### src/rtl/mem_master_pkg.sv
// mem_master shared types and constants.
// State encoding, word stride and default parameters.
package mem_master_pkg;

   typedef enum logic [1:0] {
      IDLE   = 2'd0,
      SETUP  = 2'd1,
      ACCESS = 2'd2,
      DONE   = 2'd3
   } state_t;

   localparam logic [31:0] STRIDE = 32'd4;

   localparam int BURST_MAX_DEF   = 4;
   localparam int WAIT_CYCLES_DEF = 1;

endpackage

### src/rtl/mem_master.sv
// Data memory initiator: sequences single/burst loads and stores
// beat by beat with per-beat handshakes back to the requester.
module mem_master
   import mem_master_pkg::*;
#(
   parameter int BURST_MAX   = BURST_MAX_DEF,
   parameter int WAIT_CYCLES = WAIT_CYCLES_DEF
) (
   input  logic        clk,
   input  logic        reset,
   input  logic        req,
   input  logic        we,
   input  logic [31:0] reqAddr,
   input  logic [2:0]  burstLen,
   input  logic [31:0] wrData,
   output logic        wrAccept,
   output logic [31:0] rdData,
   output logic        rdValid,
   output logic        busy,
   output logic        done,
   output logic        err,
   output logic        memRead,
   output logic        memWrite,
   output logic [31:0] addr,
   output logic [31:0] data,
   input  logic [31:0] dataOut
);

   localparam logic [2:0] BMAX = 3'(BURST_MAX);
   localparam logic [2:0] WMAX = 3'(WAIT_CYCLES);

   state_t      state;
   state_t      nstate;
   logic [2:0]  beats;
   logic [2:0]  wcnt;
   logic [31:0] addr_q;
   logic        we_q;

   logic bad;
   logic accept;
   logic beat_end;
   logic last;

   assign bad = (reqAddr[1:0] != 2'b00)
             || (burstLen == 3'd0)
             || (burstLen > BMAX);

   assign accept   = (state == IDLE) && req && !bad;
   assign beat_end = (state == ACCESS) && (we_q || (wcnt == WMAX));
   assign last     = (beats == 3'd1);

   always_ff @(posedge clk or negedge reset) begin
      if (!reset) begin
         state <= IDLE;
      end else begin
         state <= nstate;
      end
   end

   always_comb begin
      nstate = state;
      unique case (state)
         IDLE:    if (req && !bad) nstate = SETUP;
         SETUP:   nstate = ACCESS;
         ACCESS:  if (beat_end) nstate = last ? DONE : SETUP;
         DONE:    nstate = IDLE;
         default: nstate = IDLE;
      endcase
   end

   always_comb begin
      memRead  = (state == ACCESS) && !we_q;
      memWrite = (state == ACCESS) && we_q;
      wrAccept = memWrite;
      data     = memWrite ? wrData : 32'h0;
      busy     = (state != IDLE);
      done     = (state == DONE);
      addr     = addr_q;
   end

   // Read data is captured on the final wait edge so rdValid lands
   // in the following SETUP or DONE cycle.
   always_ff @(posedge clk or negedge reset) begin
      if (!reset) begin
         addr_q  <= 32'h0;
         beats   <= 3'd0;
         wcnt    <= 3'd0;
         we_q    <= 1'b0;
         err     <= 1'b0;
         rdData  <= 32'h0;
         rdValid <= 1'b0;
      end else begin
         err     <= (state == IDLE) && req && bad;
         rdValid <= 1'b0;
         if (accept) begin
            addr_q <= reqAddr;
            beats  <= burstLen;
            we_q   <= we;
         end
         if (state == SETUP) begin
            wcnt <= 3'd0;
         end
         if ((state == ACCESS) && !we_q) begin
            wcnt <= wcnt + 3'd1;
         end
         if (beat_end) begin
            beats <= beats - 3'd1;
            if (!last) begin
               addr_q <= addr_q + STRIDE;
            end
            if (!we_q) begin
               rdData  <= dataOut;
               rdValid <= 1'b1;
            end
         end
      end
   end

endmodule
### config.mk
export PLATFORM = sky130hd
export DESIGN_NAME = mem_master
export DESIGN_NICKNAME = d
export VERILOG_FILES = /design/src/rtl/mem_master_pkg.sv /design/src/rtl/mem_master.sv
export SDC_FILE = /design/constraint.sdc
export NUM_CORES = 1
export LEC_CHECK = 0
export ABC_AREA = 1
export CORE_UTILIZATION = 46
export DETAILED_ROUTE_END_ITERATION = 10
export PLACE_DENSITY = 0.87
export SYNTH_ARGS = -nofsm -noshare
export SYNTH_HDL_FRONTEND = slang
export SYNTH_SLANG_ARGS = --single-unit
### constraint.sdc
create_clock -name clk -period 3.2 [get_ports clk]
set_input_delay 0.8 -clock clk [delete_from_list [all_inputs] [get_ports clk]]
set_output_delay 0.8 -clock clk [all_outputs]
set_load 0.03 [all_outputs]
==> flow_metrics.py <==
metrics = {
    "timing": {
        "final_max_slew_viol_count": 0,
        "fmax_ghz": 0.326,
        "whs_ns": 0.477,
        "tns_ns": 0,
        "hold_viol_final": 0,
        "tightest_slew_ns": 0.956,
        "setup_slack_ns": 0.134,
        "grt_setup_unrepaired": "no",
        "finalCritPeriodShare": 0.958,
        "setup-violations-final": 0,
        "layout_min_cycle_time_ns": 3.07,
        "skew_ns": 0.0120,
        "relSlewSlack": 0.362,
    },
    "place": {
        "place_ws_ns": 0.197,
        "placed_cell_area_um2": 6660,
        "place_congestion": 0.978,
        "portBuffers": 205,
        "dp_hpwl_mm": 9.79,
    },
    "floorplanning": {
        "ios": 206,
        "core_area_um2": 9730,
        "start_util": 0.472,
        "fp-row-count": 36,
        "die_height_um": 102,
        "die_x_um": 102,
        "dieArea_um2": 10400,
    },
    "grt": {
        "grt_first_pass_wirelength_mm": 20.9,
        "grt_pass1_vias": 4715,
        "overflow": 0,
        "antenna_found_initial": 0,
        "grt_max_degree": 76,
        "grtUsageTotal": 0.259,
    },
    "worst_setup_path": {
        "worstSetupPathType": "reg -> out",
        "path_max_fanout": 15,
        "required_ns": 2.40,
        "start_kind": "register",
        "endpoint_kind": "output pin",
        "arrival_ns": 2.27,
    },
    "clock_network": {
        "cts-buffers-inserted": 9,
        "cts_buffer_depth": 2,
        "clk_pin_slew_ns": 0.09,
        "cts_tree": "built",
        "clk_latency_ns": 0.35,
        "htreeDepth": 3,
        "cts_sinks": 75,
        "holdBufCountCts": 0,
        "cts_root_buf": "clkbuf_8",
    },
    "cells_and_area": {
        "finish.utilization": 0.704,
        "nets": 979,
        "final_area_um2": 6850,
        "syn_to_final_growth_pct": 49.2,
        "num_antenna_cells": 0,
        "drive_gt1_frac": 0.0696,
    },
    "power_and_ir_drop": {
        "vdd_drop_max_uv": 553,
        "leakage_nw": 3.43,
        "p_per_area_nw_per_um2": 851,
    },
    "flow_run": {
        "drv_cap": 0,
    },
    "route": {
        "first_pass_iters": 5,
        "vias": 4906,
        "viasPerCell": 4.86,
        "drt-total-wl_mm": 13.3,
        "drtIter0Drc": 168,
        "remaining_drc_errors": 0,
        "ant_nets": 0,
        "detail_route.wl_per_cell_um": 13.2,
    },
    "synthesis": {
        "ys.warnings.count": 0,
        "async_flop_share": 1.00,
        "yosys_register_bits": 75,
        "ys_seq_area_frac": 0.409,
        "ys.flop_type": "dfrtp_1",
        "avgSynthCellArea_um2": 6.85,
        "syn_area_um2": 4590,
        "synthDistinctLibCells": 33,
        "synth_edf_count": 0,
        "synthCells": 670,
        "synth_nets": 778,
    },
    "run_status": {
        "status": "finished, final reports clean",
    },
    "worst_hold_path": {
        "hold_class": "reg -> reg",
    },
}
## cell type report
class | count | area [um^2]
Timing Repair inverter | 1 | 7.51
Inverter | 100 | 384
Clock buffer | 10 | 128
Fill cell | 781 | 2880
Multi-Input combinational cell | 474 | 2180
Tap cell | 133 | 166
Sequential cell | 75 | 1880
Clock inverter | 6 | 50.0
Timing Repair Buffer | 210 | 2050
## cell usage in the layout, fill, tap and decap left out, types with 4 or more instances in the layout
cell type and n:
buf_4 6, inv_2 6, nor2_2 7, o21ai_0 18
inv_1 91, nand2_1 245, nor2_1 90, dlygate4sd2_1 31
nand4_1 7, nand3_1 26, ha_1 5, nand2_2 6
clkinvlp_4 4, o21ai_1 14, nor2_4 6, clkbuf_8 9
a21oi_1 18, clkdlybuf4s50_1 172, xor2_1 5, dfrtp_1 75
## per-layer routing
layer | vias up | GRT usage | wire (um)
met5 | - | 0 | 0
met4 | 0 | 0.107 | 276
met3 | 29 | 0.0739 | 980
met2 | 195 | 0.454 | 6740
met1 | 2248 | 0.298 | 5290
li1 | 2434 | - | -
## sequential cells by signal (all words and copies together), names as in the netlist
register and cells:
addr 32, rdValid 1, state 2, rdData 32
we_q 1, beats 3, err 1, wcnt 3
## cell usage after synthesis (5+ instances only)
master,instances,share of area
buf_6,6,0.015
nor2_2,6,0.0082
nand2_2,6,0.0082
nand4_1,7,0.0095
xor2_1,5,0.0095
nor2_4,6,0.015
nor2_1,91,0.074
ha_1,5,0.014
o21ai_1,14,0.015
nand2_1,245,0.20
o21ai_0,18,0.020
dfrtp_1,75,0.41
inv_1,92,0.075
inv_2,6,0.0049
buf_2,12,0.013
nand3_1,26,0.028
a21oi_1,18,0.020
## path summary, 6_finish.rpt
kind | cells past startpoint | slack, ns | startpoint | end
worst max-delay path | 7 | 0.13 | state[0] | data[31]
worst min-delay path | 2 | 0.48 | rdData[31] | rdData[31]
worst max register to register | 6 | 1.02 | state[0] | rdData[10]
worst min register to register | 2 | 0.48 | rdData[31] | rdData[31]
max in group asynchronous | 1 | 1.99 | reset | rdData[14]
min in group asynchronous | 1 | 0.60 | reset | addr[8]
## power by group
group	switching (mW)	internal, mW
sequential	0.436	1.37
combinational	2.03	1.32
clock	0.380	0.288
total	2.85	2.98
## worst max-delay path: stages, from the launching register on
cell and delay, ns:
dfrtp_1 0.45, nor2_4 0.20, inv_1 0.09, nor2_2 0.26, clkinvlp_4 0.16, buf_4 0.21
nor2_1 0.14, clkdlybuf4s15_1 0.39
## stage by stage
| stage | power [mW] | instances |
|---|---|---|
| 2_1_floorplan | 3.83 | 670 |
| 3_3_place_gp | 5.05 | 988 |
| 3_5_place_dp | 5.17 | 988 |
| 4_1_cts | 5.85 | 1009 |
| 5_1_grt | 6.22 | 1009 |
| 6_report | 5.83 | 1009 |
## timing repair
action / in CTS / in global routing
pin swaps: 0 / 0
buffers inserted: 4 / 0
gates cloned: 1 / 0
gates resized for setup: 35 / 1
endpoints found under the setup margin: 32 / 1
## kinds of logic (layout without fill, tap and decap cells)
kind of cell / count (synthesis) / count (layout) / synth area share
xor gates and xnor gates: 8 / 8 / 0.0153
adders and majority gates: 5 / 5 / 0.0136
and+or+nand+nor: 399 / 399 / 0.369
DFF: 75 / 75 / 0.409
AOI/OAI and AO/OA: 62 / 62 / 0.0772
buffers and inverters: 121 / 327 / 0.116
No activity file was read; power rests on OpenSTA's default activity.
